### src/rtl/jtag_dr_pkg.sv
// Shared types and helpers for the JTAG DR bridge.
// Optional build macro used by this slice: JTAG_DR_LEN_CHECK_EN.
package jtag_dr_pkg;

  typedef enum logic [1:0] {
    IDLE    = 2'd0,
    CAPTURE = 2'd1,
    SHIFT   = 2'd2
  } jtag_state_e;

  localparam int WIDTH_MIN   = 2;
  localparam int WIDTH_MAX   = 64;
  localparam int NUM_CH_MAX  = 8;
  localparam int SYNC_MIN    = 2;
  localparam int SYNC_MAX    = 4;

  // Channel index width; a single channel still gets a 1-bit select.
  function automatic int sel_width(input int num_ch);
    return (num_ch > 1) ? $clog2(num_ch) : 1;
  endfunction

endpackage

### src/rtl/jtag_dr_bridge_if.sv
// Output side of the JTAG DR bridge: captured word, valid/ready, overflow status.
// dr_len_err exists only when JTAG_DR_LEN_CHECK_EN is defined.
interface jtag_dr_bridge_if #(
  parameter int WIDTH = 32,
  parameter int SEL_W = 1
);
  logic [WIDTH-1:0] dr_data;
  logic [SEL_W-1:0] dr_sel;
  logic             dr_valid;
  logic             dr_ready;
  logic             dr_overflow;
  logic             ovf_clr;
`ifdef JTAG_DR_LEN_CHECK_EN
  logic             dr_len_err;
`endif

  modport master (
`ifdef JTAG_DR_LEN_CHECK_EN
    output dr_len_err,
`endif
    output dr_data, dr_sel, dr_valid, dr_overflow,
    input  dr_ready, ovf_clr
  );

  modport slave (
`ifdef JTAG_DR_LEN_CHECK_EN
    input  dr_len_err,
`endif
    input  dr_data, dr_sel, dr_valid, dr_overflow,
    output dr_ready, ovf_clr
  );
endinterface

### src/rtl/jtag_sync.sv
// Multi-flop synchroniser for asynchronous JTAG inputs with per-bit edge detect.
// rise/fall are single-cycle pulses relative to the synchronised level.
module jtag_sync #(
  parameter int W      = 1,
  parameter int STAGES = 2
) (
  input  logic         clk,
  input  logic         rst,
  input  logic [W-1:0] d,
  output logic [W-1:0] q,
  output logic [W-1:0] rise,
  output logic [W-1:0] fall
);
  logic [STAGES-1:0][W-1:0] stage_reg;
  logic [W-1:0]             prev_reg;

  always_ff @(posedge clk) begin
    if (rst) begin
      stage_reg <= '0;
      prev_reg  <= '0;
    end else begin
      stage_reg <= {stage_reg[STAGES-2:0], d};
      prev_reg  <= stage_reg[STAGES-1];
    end
  end

  assign q    = stage_reg[STAGES-1];
  assign rise = q & ~prev_reg;
  assign fall = ~q & prev_reg;
endmodule

### src/rtl/jtag_dr_bridge.sv
// JTAGG user-DR bridge: captures/shifts NUM_CH registers in the clk domain and
// hands updated words out over valid/ready. Optional macro: JTAG_DR_LEN_CHECK_EN.
module jtag_dr_bridge
  import jtag_dr_pkg::*;
#(
  parameter int WIDTH       = 32,
  parameter int NUM_CH      = 2,
  parameter int SYNC_STAGES = 2
) (
  input  logic                    clk,
  input  logic                    rst,
  input  logic                    jtck,
  input  logic                    jtdi,
  input  logic                    jshift,
  input  logic                    jupdate,
  input  logic                    jrstn,
  input  logic [NUM_CH-1:0]       jce,
  output logic [NUM_CH-1:0]       jtdo,
  input  logic [WIDTH*NUM_CH-1:0] rd_data,
  jtag_dr_bridge_if.master        dr
);
  localparam int SEL_W = sel_width(NUM_CH);
  localparam int CNT_W = $clog2(WIDTH + 2);
  localparam int VEC_W = NUM_CH + 4;

  logic tck_re, tck_fe, tck_lvl_unused;
  logic [VEC_W-1:0] jvec_s, jvec_rise_unused, jvec_fall_unused;

  jtag_sync #(.W(1), .STAGES(SYNC_STAGES)) u_tck_sync (
    .clk(clk), .rst(rst), .d(jtck),
    .q(tck_lvl_unused), .rise(tck_re), .fall(tck_fe)
  );

  jtag_sync #(.W(VEC_W), .STAGES(SYNC_STAGES)) u_jvec_sync (
    .clk(clk), .rst(rst), .d({jce, jrstn, jupdate, jshift, jtdi}),
    .q(jvec_s), .rise(jvec_rise_unused), .fall(jvec_fall_unused)
  );

  logic              jtdi_s, jshift_s, jupdate_s, jrstn_s;
  logic [NUM_CH-1:0] jce_s;
  assign jtdi_s    = jvec_s[0];
  assign jshift_s  = jvec_s[1];
  assign jupdate_s = jvec_s[2];
  assign jrstn_s   = jvec_s[3];
  assign jce_s     = jvec_s[VEC_W-1:4];

  logic [WIDTH-1:0] rd_words [NUM_CH];
  for (genvar gi = 0; gi < NUM_CH; gi++) begin : g_rd
    assign rd_words[gi] = rd_data[gi*WIDTH +: WIDTH];
  end

  logic             ce_any;
  logic [SEL_W-1:0] ce_idx;
  always_comb begin
    ce_any = |jce_s;
    ce_idx = '0;
    for (int i = NUM_CH - 1; i >= 0; i--) begin
      if (jce_s[i]) ce_idx = SEL_W'(i);
    end
  end

  jtag_state_e      state_reg;
  logic [WIDTH-1:0] sr_reg, sr_next;
  logic [CNT_W-1:0] bitcnt_reg, bitcnt_next;
  logic [SEL_W-1:0] ch_reg;
  logic             upd_pulse_reg;
  logic [WIDTH-1:0] upd_data_reg;
  logic [SEL_W-1:0] upd_sel_reg;
`ifdef JTAG_DR_LEN_CHECK_EN
  logic             upd_len_ok_reg;
`endif

  assign sr_next     = {jtdi_s, sr_reg[WIDTH-1:1]};
  assign bitcnt_next = (bitcnt_reg == CNT_W'(WIDTH + 1)) ? bitcnt_reg : bitcnt_reg + 1'b1;

  // The edge that moves CAPTURE->SHIFT is already a shift edge, so a
  // WIDTH-bit transfer needs exactly WIDTH rising edges with jshift high.
  always_ff @(posedge clk) begin
    if (rst) begin
      state_reg     <= IDLE;
      sr_reg        <= '0;
      bitcnt_reg    <= '0;
      ch_reg        <= '0;
      upd_pulse_reg <= 1'b0;
      upd_data_reg  <= '0;
      upd_sel_reg   <= '0;
`ifdef JTAG_DR_LEN_CHECK_EN
      upd_len_ok_reg <= 1'b0;
`endif
    end else begin
      upd_pulse_reg <= 1'b0;
      if (!jrstn_s) begin
        state_reg  <= IDLE;
        sr_reg     <= '0;
        bitcnt_reg <= '0;
      end else if (tck_re) begin
        if (jupdate_s) begin
          upd_pulse_reg <= 1'b1;
          upd_data_reg  <= sr_reg;
          upd_sel_reg   <= ch_reg;
`ifdef JTAG_DR_LEN_CHECK_EN
          upd_len_ok_reg <= (bitcnt_reg == CNT_W'(WIDTH));
`endif
          state_reg     <= IDLE;
          bitcnt_reg    <= '0;
        end else begin
          case (state_reg)
            IDLE: if (ce_any && !jshift_s) begin
              state_reg  <= CAPTURE;
              ch_reg     <= ce_idx;
              sr_reg     <= rd_words[ce_idx];
              bitcnt_reg <= '0;
            end
            CAPTURE: if (jshift_s) begin
              state_reg  <= SHIFT;
              sr_reg     <= sr_next;
              bitcnt_reg <= bitcnt_next;
            end else if (!ce_any) begin
              state_reg <= IDLE;
            end
            SHIFT: if (jshift_s) begin
              sr_reg     <= sr_next;
              bitcnt_reg <= bitcnt_next;
            end else begin
              state_reg <= IDLE;
            end
            default: state_reg <= IDLE;
          endcase
        end
      end
    end
  end

  // TDO changes on the falling edge so the host samples a settled bit.
  always_ff @(posedge clk) begin
    if (rst) begin
      jtdo <= '0;
    end else if (tck_fe) begin
      jtdo         <= '0;
      jtdo[ch_reg] <= sr_reg[0];
    end
  end

  always_ff @(posedge clk) begin
    if (rst) begin
      dr.dr_data     <= '0;
      dr.dr_sel      <= '0;
      dr.dr_valid    <= 1'b0;
      dr.dr_overflow <= 1'b0;
`ifdef JTAG_DR_LEN_CHECK_EN
      dr.dr_len_err  <= 1'b0;
`endif
    end else begin
      if (dr.dr_valid && dr.dr_ready) dr.dr_valid <= 1'b0;
      if (dr.ovf_clr) begin
        dr.dr_overflow <= 1'b0;
`ifdef JTAG_DR_LEN_CHECK_EN
        dr.dr_len_err  <= 1'b0;
`endif
      end
      // Later assignments win, so a new error beats a same-cycle clear.
      if (upd_pulse_reg) begin
`ifdef JTAG_DR_LEN_CHECK_EN
        if (!upd_len_ok_reg) dr.dr_len_err <= 1'b1;
        else
`endif
        if (!dr.dr_valid || dr.dr_ready) begin
          dr.dr_data  <= upd_data_reg;
          dr.dr_sel   <= upd_sel_reg;
          dr.dr_valid <= 1'b1;
        end else begin
          dr.dr_overflow <= 1'b1;
        end
      end
    end
  end
endmodule

### src/flat_wrapper.sv
// flat-port wrapper written by rule: the top's interface ports become plain ports
module jtag_dr_bridge_flat import jtag_dr_pkg::*;
#(
  parameter int WIDTH       = 32,
  parameter int NUM_CH      = 2,
  parameter int SYNC_STAGES = 2
)
  (clk, rst, jtck, jtdi, jshift, jupdate, jrstn, jce, jtdo, rd_data, dr_dr_data, dr_dr_sel, dr_dr_valid, dr_dr_overflow, dr_dr_ready, dr_ovf_clr);
  jtag_dr_bridge_if #(.WIDTH(WIDTH), .SEL_W(1)) dr_i ();
  input  logic clk;
  input  logic rst;
  input  logic jtck;
  input  logic jtdi;
  input  logic jshift;
  input  logic jupdate;
  input  logic jrstn;
  input  logic [NUM_CH-1:0] jce;
  output logic [NUM_CH-1:0] jtdo;
  input  logic [WIDTH*NUM_CH-1:0] rd_data;
  output wire logic [$bits(dr_i.dr_data)-1:0] dr_dr_data;
  output wire logic [$bits(dr_i.dr_sel)-1:0] dr_dr_sel;
  output wire logic [$bits(dr_i.dr_valid)-1:0] dr_dr_valid;
  output wire logic [$bits(dr_i.dr_overflow)-1:0] dr_dr_overflow;
  input wire logic [$bits(dr_i.dr_ready)-1:0] dr_dr_ready;
  input wire logic [$bits(dr_i.ovf_clr)-1:0] dr_ovf_clr;
  assign dr_dr_data = dr_i.dr_data;
  assign dr_dr_sel = dr_i.dr_sel;
  assign dr_dr_valid = dr_i.dr_valid;
  assign dr_dr_overflow = dr_i.dr_overflow;
  assign dr_i.dr_ready = dr_dr_ready;
  assign dr_i.ovf_clr = dr_ovf_clr;
  jtag_dr_bridge #(.WIDTH(WIDTH), .NUM_CH(NUM_CH), .SYNC_STAGES(SYNC_STAGES)) u_core (.clk(clk), .rst(rst), .jtck(jtck), .jtdi(jtdi), .jshift(jshift), .jupdate(jupdate), .jrstn(jrstn), .jce(jce), .jtdo(jtdo), .rd_data(rd_data), .dr(dr_i));
endmodule
### config.mk
export PLATFORM = sky130hd
export DESIGN_NAME = jtag_dr_bridge_flat
export DESIGN_NICKNAME = d
export VERILOG_FILES = /design/src/rtl/jtag_dr_pkg.sv /design/src/rtl/jtag_dr_bridge_if.sv /design/src/rtl/jtag_sync.sv /design/src/rtl/jtag_dr_bridge.sv /design/src/flat_wrapper.sv
export SDC_FILE = /design/constraint.sdc
export NUM_CORES = 1
export LEC_CHECK = 0
export BUFFER_PORTS_ARGS = -buffer_cell sky130_fd_sc_hd__buf_2
export CAP_MARGIN = 20
export CORE_MARGIN = 4
export CORE_UTILIZATION = 60
export CTS_BUF_LIST = sky130_fd_sc_hd__clkbuf_8
export DETAILED_ROUTE_END_ITERATION = 10
export PLACE_DENSITY = 0.85
export SLEW_MARGIN = 15
export SYNTH_ARGS = -nofsm -noshare
export SYNTH_HDL_FRONTEND = slang
export SYNTH_SLANG_ARGS = --single-unit
export TNS_END_PERCENT = 50
### constraint.sdc
create_clock -name clk -period 3.2 [get_ports clk]
set_input_delay 0 -clock clk [delete_from_list [all_inputs] [get_ports clk]]
set_output_delay 0 -clock clk [all_outputs]
set_load 0.02 [all_outputs]
==> metrics, run 1 <==
status=complete, no violations; DRT Pass-1 Iters=7; Top FF cell, synth=dfxtp_1; post_cts resized=0; chip height=99.8 µm; setup_tns=0 ns; ys async rst share=0%; Final Non-Filler Cells=823; period utilization=86.7%; Max Root-Sink Buffers=2; root buf cell=clkbuf_8; Total Routing Usage GR=24.7%; Max rail drop VDD=about 0.33 mV; fin crit period=2.77 ns; drt drc=0; WL final=12300 µm; Antenna diodes=0; grt ovf=0; CTS tree=built; hpwl dp=between 7000 and 8000 µm; measured slew at the worst slew-check pin=0.940 ns; Synth-to-Final Area Change=24.0%; Placed Area=~5600 µm²; syn avg cell area=8.58 µm²; DR WL/cell=15.0 µm; max frequency=360 MHz; HP Start=rd_data[43]; clk sinks=about 120; Hold Path Class=input pin to flip-flop; relative slew slack=a little under two fifths; Arr. time, crit path=3.05 ns; MaxCap Viol Count=0; postcts setup bufs=0; fin. max-slew vios=0; largest cells by area after synthesis=dfxtp_1 (48%), a21oi_1 (10%), nand2_1 (9.9%), nand2b_1 (8.7%), mux2_2 (6.0%); sequential share of the synthesized area=47.9%; first-pass GRT wire length=19800 µm; Reg-to-Reg Start=u_core.u_jvec_sync.q[5]; CP startpoint=u_core.u_jvec_sync.q[5]; Initial Utilization=61.5%; cell taking the most area after synthesis=dfxtp_1; Ports=112; most common cell after layout, fill and taps aside=nand2_1; share of layout cells above drive strength 1=~26%; vias post-DR=4458; Fin Clk Skew=0.0109 ns; RSZ-0062 raised after global routing=false; htree depth=4; Mapped Cells=~600; CTS clk-pin slew, worst paths=about 0.080 ns; Crit Path Max Fanout=21; Initial DRC Count=263; Post-Syn Nets=668; LEAKAGE=0.00226 µW; final net count=785; vias in the first global route=roughly 4200; R2R Setup Slk=0.43 ns; CP Capture Type=flip-flop; final setup fails=0; Post-Synthesis Cell Area=5060 µm²; synth unique cells=27; die area=roughly 10000 µm²; CORE AREA=8220 µm²; Clock Latency Late Sink=roughly 0.42 ns; Routability Congestion=0.889; Ys Warns=0; # port buffers=111; CTS buffer count=17; Critical Path RT=3.48 ns; EDFF count, synth=0; final hold violation count=0; WS Path Type=flip-flop to flip-flop; antenna violations before repair=0; PwrDens=just under 500 nW/µm²; Placement Rows=33; Seq cells post-synth=121; Startpoint Class=flip-flop; most frequent cells in the layout=nand2_1 (134), dfxtp_1 (121), buf_2 (111); Die X=99.8 µm; Detail Route Antenna Nets=0; largest net degree at the start of global routing=88; placed cells=767; Vias/cell=about 5.4; Synth top area share=47.9%; Layout Cell Area excl Fill=6270 µm²
==> cells in the mapped netlist, types with 2 or more instances <==
master / number
buf_6: 4
nand2_1: 134
ha_1: 4
mux2i_1: 2
nand2b_1: 70
buf_2: 3
mux2_2: 27
o211ai_1: 32
dfxtp_1: 121
mux2_1: 5
nor2b_1: 20
o21ai_0: 3
nor2_1: 5
a21oi_1: 104
and3_1: 2
clkbuf_1: 40
inv_1: 3
==> cell type report <==
| type | instances | area, µm² |
|---|---|---|
| clock buffer | 17 | 234 |
| fill | 571 | 1950 |
| timing repair buffer | 145 | 878 |
| clock inverter | 14 | 174 |
| sequential | 121 | 2420 |
| tap | 105 | 131 |
| multi-input combinational | 418 | 2420 |
| inverter | 3 | 11.3 |
==> path summary, 6_finish.rpt <==
path / end / cells past startpoint
hold / removal: u_core.sr_reg[11] / 4
hold reg to reg: u_core.u_jvec_sync.q[2] / 1
setup / recovery: u_core.sr_reg[12] / 6
setup reg to reg: u_core.sr_reg[12] / 6
==> report_power, final <==
group | switching (µW) | internal [µW]
registers | 7.11 | 1510
logic | 64.4 | 91.0
clock network | 630 | 771
==> what timing repair did <==
| item | in CTS | in global routing |
|---|---|---|
| hold buffers | 24 | 0 |
| endpoints found under the hold margin | 17 | 0 |
| setup endpoints to repair | 0 | 0 |
==> metrics by stage <==
step / utilization (%) / total power, µW / hold slack (ns) / worst slack (ns)
after floorplan: - / 1630 / 0.128 / 1.25
after global placement: 68.3 / 1680 / 0.211 / 1.18
after detailed placement: 68.3 / 1680 / 0.215 / 1.05
after CTS: 76.1 / 3080 / 0.00162 / 0.482
after global routing: 76.3 / 3170 / 0.0156 / 0.297
final: 76.3 / 3080 / 0.0103 / 0.425
==> metal layers <==
layer  vias to the layer above  global-route usage, %  wire [µm]
met5                         -                      0          0
met4                         0                   8.19        152
met3                        16                   6.53        917
met2                       183                   39.8       5940
met1                      2048                   32.2       5320
li1                       2211                      -          -
==> cells by family (layout without fill, tap and decap cells) <==
kind of cell             Yosys count  after routing  share of synthesized area [%]
adder cells (fa/ha/maj)            4              4                          0.990
AND/OR/NAND/NOR                  237            237                           22.6
flip-flops                       121            121                           47.9
multiplexers                      34             34                           7.52
AO/OA/AOI/OAI                    143            143                           16.6
buffers and inverters             50            179                           4.38
==> worst max-delay path: stages, from the launching register on <==
cell,delay [ns]
dfxtp_1,0.43
nor2b_2,0.55
buf_4,0.41
mux2_2,0.37
dlygate4sd3_1,0.57
o211ai_1,0.20
a21oi_1,0.09
Power figures use the tool's default switching activity.
==> run 2: changes to the inputs <==
--- a/config.mk
+++ b/config.mk
@@ -8,10 +8,10 @@
 export BUFFER_PORTS_ARGS = -buffer_cell sky130_fd_sc_hd__buf_2
 export CAP_MARGIN = 20
 export CORE_MARGIN = 4
-export CORE_UTILIZATION = 60
+export CORE_UTILIZATION = 56
 export CTS_BUF_LIST = sky130_fd_sc_hd__clkbuf_8
 export DETAILED_ROUTE_END_ITERATION = 10
-export PLACE_DENSITY = 0.85
+export PLACE_DENSITY = 0.8
 export SLEW_MARGIN = 15
 export SYNTH_ARGS = -nofsm -noshare
 export SYNTH_HDL_FRONTEND = slang
==> constraint.sdc (replaced) <==
create_clock -name clk -period 2.75 [get_ports clk]
set_input_delay 0 -clock clk [delete_from_list [all_inputs] [get_ports clk]]
set_output_delay 0 -clock clk [all_outputs]
set_load 0.02 [all_outputs]
==> run 2 against run 1 <==
  * Clock-buffer cell count up 1
  * Sequential cell count did not move
  * Die area increased by 6.6%
  * Setup slack got worse by 0.18 ns
  * Sequential share of layout area decreased by 1.2 points
  * Largest power group is now clock
  * Highest routed layer unchanged
==> metrics, run 2 (synthesized netlist as in run 1, its figures left out) <==
status=complete, no violations; Vias/cell=5.32 (-1.9%); first-pass GRT wire length=19400 µm (-1.9%); CP Capture Type=flip-flop; CTS buffer count=17 (unchanged); share of layout cells above drive strength 1=25.2% (-0.53 points); RSZ-0062 raised after global routing=false; placed cells=770 (+0.39%); Total Routing Usage GR=23.2% (-1.4 points); measured slew at the worst slew-check pin=0.846 ns (-0.0944 ns); Arr. time, crit path=2.82 ns (-0.23 ns); Crit Path Max Fanout=22 (+4.8%); vias in the first global route=4165 (-0.72%); CTS tree=built; vias post-DR=4470 (+0.27%); fin. max-slew vios=0 (unchanged); Placed Area=5620 µm² (+0.20%); fin crit period=2.50 ns (-0.273 ns); WL final=12000 µm (-2.2%); met1 GRT Util=31.2% (-1.1 points); LEAKAGE=0.00235 µW (+4.1%); Critical Path RT=3.07 ns (-0.41 ns); htree depth=4 (unchanged); hpwl dp=7720 µm (-2.5%); Detail Route Antenna Nets=0 (unchanged); relative slew slack=43.6% (+6.3 points); Final Non-Filler Cells=841 (+2.2%); final setup fails=0 (unchanged); period utilization=91.0% (+4.2 points); Layout Utilization=73.9% (-2.5 points); DRT Pass-1 Iters=5 (-2); met2 Track Usage GR=36.4% (-3.4 points); cell-internal power=2920 µW (+23%); Die X=103 µm (+3.2%); Hold Path Class=input pin to flip-flop; Placement Rows=34 (+3.0%); Comb pwr share=5.3% (+0.3 points); # port buffers=111 (unchanged); largest net degree at the start of global routing=88 (unchanged); Sequential Power Share=47.0% (-2.4 points); Sw Share=22.5% (-0.32 points); Initial DRC Count=331 (+26%); Startpoint Class=flip-flop; multi-input combinational cell area=2420 µm² (+0.21%); Clock Power Share=47.7% (+2.2 points); Clock Latency Late Sink=0.44 ns (+0.02 ns); Layout Cell Area excl Fill=6470 µm² (+3.2%); Max rail drop VDD=0.533 mV (+64%); most common cell after layout, fill and taps aside=nand2_1; setup_tns=0 ns (unchanged); WS Path Type=flip-flop to flip-flop; drt drc=0 (unchanged); chip height=103 µm (+3.2%); root buf cell=clkbuf_8; R2R Setup Slk=0.25 ns (-0.18 ns); GR peak layer=met2; grt ovf=0 (unchanged); Max Root-Sink Buffers=2 (unchanged); Initial Utilization=57.7% (-3.8 points); Synth-to-Final Area Change=28.0%; CORE AREA=8760 µm² (+6.7%); final hold violation count=0 (unchanged); MaxCap Viol Count=0 (unchanged); final net count=799 (+1.8%); dpl ws=0.595 ns (-0.454 ns); die area=10600 µm² (+6.6%); antenna violations before repair=0 (unchanged); most frequent cells in the layout=nand2_1 (134), dfxtp_1 (121), buf_2 (111); PwrDens=582 nW/µm² (+19%); Routability Congestion=0.857 (-3.7%); max frequency=400 MHz (+11%); Fillers=628 (+10%); CTS clk-pin slew, worst paths=0.07 ns (about the same); register area=2420 µm² (unchanged); DR WL/cell=14.3 µm (-4.3%); clk sinks=121 (unchanged); Worst Slack Setup Final=0.249 ns (-0.177 ns); Ports=112 (unchanged); met3 Resource Use GR=5.01% (-1.5 points); Fin Clk Skew=0.0120 ns (+0.00109 ns); P_sw=847 µW (+21%); Antenna diodes=0 (unchanged)
## run 2: changes by cell type in the layout (fill, tap and decap cells not counted)
| cell | change |
|---|---|
| buf_4 | -1 |
| bufinv_16 | +1 |
| clkbuf_8 | +1 |
| clkinv_2 | -2 |
| clkinv_4 | +3 |
| clkinvlp_4 | -4 |
| dlygate4sd3_1 | +15 |
| inv_6 | +1 |
| inv_8 | +1 |
| nor2b_2 | -1 |
| nor2b_4 | +1 |
## run 2: worst paths after layout
| kind | to | depth (start not counted) | startpoint |
|---|---|---|---|
| hold reg to reg | u_core.u_jvec_sync.q[3] | 1 | u_core.u_jvec_sync.stage_reg[3] |
| setup / recovery | u_core.sr_reg[14] | 6 | u_core.u_jvec_sync.q[5] |
| hold / removal | u_core.sr_reg[10] | 4 | rd_data[10] |
| setup reg to reg | u_core.sr_reg[14] | 6 | u_core.u_jvec_sync.q[5] |
## run 2: power groups by stage
stage	combinational (µW)	sequential, µW	clock, µW
final	201	1770	1800
after global routing	219	1770	1910
after global placement	147	1810	0
after detailed placement	151	1810	0
after floorplan	88.3	1810	0
after CTS	198	1770	1820
## run 2: metal layers
layer	part of all wire (%)	vias up
li1	-	2242
met1	45	2064
met2	48	140
met3	5.6	24
met4	2.0	0
met5	0	-
## run 2: area by class of cell
| class | instances | area share [%] |
|---|---|---|
| sequential | 121 | 37.4 |
| multi-input combinational | 418 | 37.5 |
| timing repair buffer | 159 | 15.8 |
| clock inverter | 14 | 3.25 |
| clock buffer | 18 | 3.83 |
| tap | 108 | 2.09 |
| inverter | 3 | 0.174 |
## run 2: what timing repair did
item	4_1_cts	5_1_grt
hold buffers	39	0
endpoints found under the hold margin	25	0
endpoints found under the setup margin	0	8
gates resized for setup	0	1
setup buffers	0	0
## run 2: worst max-delay path, stage by stage, from the launching register on
cell           delay (ns)
dfxtp_1              0.45
nor2b_4              0.38
buf_4                0.37
mux2_2               0.39
dlygate4sd3_1        0.56
o211ai_1             0.16
a21oi_1              0.08
## run 2: per-stage QoR
stage | hold WS, ns | total power, µW
6_report | 0.0178 | 3770
5_1_grt | 0.0112 | 3900
4_1_cts | 0.00117 | 3780
3_5_place_dp | 0.217 | 1960
3_3_place_gp | 0.209 | 1960
2_1_floorplan | 0.128 | 1890
==> run 3: changes to the inputs <==
--- a/config.mk
+++ b/config.mk
@@ -12,6 +12,7 @@
 export CTS_BUF_LIST = sky130_fd_sc_hd__clkbuf_8
 export DETAILED_ROUTE_END_ITERATION = 10
 export PLACE_DENSITY = 0.8
+export SETUP_SLACK_MARGIN = 0.4
 export SLEW_MARGIN = 15
 export SYNTH_ARGS = -nofsm -noshare
 export SYNTH_HDL_FRONTEND = slang
==> constraint.sdc (replaced) <==
create_clock -name clk -period 2.65 [get_ports clk]
set_input_delay 0 -clock clk [delete_from_list [all_inputs] [get_ports clk]]
set_output_delay 0 -clock clk [all_outputs]
set_load 0.02 [all_outputs]
==> run 3 against run 2 <==
  * Sequential power is 4% higher
  * Combinational power is 5% higher
  * Design area is 0.50% higher
  * Largest cell class is now flip-flops and latches
  * Largest power group unchanged
==> metrics, run 3 (synthesized netlist as in run 1, its figures left out) <==
status=complete, no violations; CTS clk-pin slew, worst paths=0.08 ns (about the same); Worst Slack Setup Final=0.525 ns (+0.277 ns); fin. max-slew vios=0 (unchanged); Hold Path Class=input pin to flip-flop; antenna violations before repair=0 (unchanged); Startpoint Class=flip-flop; WL final=12300 µm (+2.1%); Fillers=639 (+1.8%); Reg-to-Reg Start=u_core.u_jvec_sync.q[5]; R2R Path End=u_core.sr_reg[23]; root buf cell=clkbuf_8; hold path depth=4 (unchanged); die area=10600 µm² (unchanged); period utilization=80.2% (-11 points); drt drc=0 (unchanged); Placed Area=5620 µm² (unchanged); Detail Route Antenna Nets=0 (unchanged); Arr. time, crit path=2.40 ns (-0.42 ns); multi-input combinational cell area=2420 µm² (-0.21%); Placement Rows=34 (unchanged); relative slew slack=35.5% (-8.1 points); WS Path Type=flip-flop to flip-flop; RSZ-0062 raised after global routing=false; CP startpoint=u_core.u_jvec_sync.q[5]; # port buffers=111 (unchanged); r2r worst-path depth=6 (unchanged); Synth-to-Final Area Change=28.7%; final setup fails=0 (unchanged); CORE AREA=8760 µm² (unchanged); CP Capture Type=flip-flop; MaxCap Viol Count=0 (unchanged); chip height=103 µm (unchanged); most common cell after layout, fill and taps aside=nand2_1; vias post-DR=4502 (+0.72%); fin crit period=2.12 ns (-0.377 ns); Vias/cell=5.32 (about the same); max frequency=471 MHz (+18%); Fin Clk Skew=0.0108 ns (-0.00119 ns); DR WL/cell=14.5 µm (+1.4%); htree depth=4 (unchanged); Critical Path RT=2.93 ns (-0.14 ns); Layout Cell Area excl Fill=6500 µm² (+0.50%); vias in the first global route=4222 (+1.4%); HP Start=rd_data[27]; Crit Path Max Fanout=10 (-55%); largest net degree at the start of global routing=88 (unchanged); Max rail drop VDD=0.343 mV (-36%); register area=2420 µm² (about the same); grt ovf=0 (unchanged); Clock Latency Late Sink=0.43 ns (about the same); Initial DRC Count=299 (-9.7%); LEAKAGE=0.00236 µW (+0.57%); hold slack=0.00493 ns (-0.0129 ns); R2R Setup Slk=0.53 ns (+0.28 ns); dpl ws=0.520 ns (-0.0755 ns); postcts setup bufs=0 (unchanged); final net count=804 (+0.63%); CTS tree=built; first-pass GRT wire length=19600 µm (+0.85%); Max Root-Sink Buffers=2 (unchanged); final hold violation count=0 (unchanged); most frequent cells in the layout=nand2_1 (134), dfxtp_1 (120), buf_2 (111); Total Routing Usage GR=23.4% (+0.22 points); Hold EP=u_core.sr_reg[27]; CTS buffer count=17 (unchanged); measured slew at the worst slew-check pin=0.967 ns (+0.121 ns); Initial Utilization=57.7% (unchanged); setup_tns=0 ns (unchanged); hpwl dp=7490 µm (-3.0%); Die X=103 µm (unchanged); clk sinks=121 (unchanged); share of layout cells above drive strength 1=25.3% (+0.10 points); PwrDens=599 nW/µm² (+2.9%); Layout Utilization=74.2% (+0.37 points); Ports=112 (unchanged); DRT Pass-1 Iters=6 (+1); Routability Congestion=0.831 (-3.0%)
[run 3: cell type report]
class	instances	area share, %
well taps	108	2.08
inverters	3	0.173
diodes	1	0.0385
flip-flops and latches	121	37.3
clock buffers	17	3.60
multi-input cells	418	37.2
clock inverters	15	3.29
repair buffers	164	16.4
[run 3: timing repair]
item,CTS,global route
resized for setup,0,2
endpoints found under the setup margin,0,32
endpoints found under the hold margin,28,0
hold buffers,43,0
[run 3: worst max-delay path by stage]
| stage | endpoint | slack [ns] |
|---|---|---|
| 2_1_floorplan | u_core.sr_reg[0] | 0.70 |
| 3_3_place_gp | u_core.sr_reg[19] | 0.65 |
| 3_5_place_dp | u_core.sr_reg[31] | 0.52 |
| 4_1_cts | u_core.sr_reg[0] | 0.48 |
| 5_1_grt | u_core.sr_reg[21] | 0.45 |
| 6_report | u_core.sr_reg[23] | 0.53 |
[run 3: worst max-delay path, cell delays in order, from the launching register on]
cell and delay (ns):
dfxtp_2 0.39, nor2b_2 0.20, buf_4 0.20, mux2_2 0.34, dlygate4sd3_1 0.57, o211ai_1 0.19, a21oi_1 0.09
[run 3: stage by stage]
stage,cells,power [µW]
global route,846,4020
floorplan,589,1970
detailed placement,771,2030
CTS,846,3910
finish,847,3890
global placement,771,2030
[run 3: metal layers]
metal	global-route usage (%)	share of wire [%]	vias to the layer above
met1	32.0	44	2046
met5	0	0	-
met3	5.68	6.6	31
li1	-	-	2245
met2	34.9	46	180
met4	11.1	2.9	0
[run 3: power breakdown]
part / switching, µW / internal [µW] / total [µW]
logic: 82.7 / 128 / 211
registers: 7.93 / 1830 / 1840
clock network: 799 / 1050 / 1850
total: 889 / 3000 / 3890
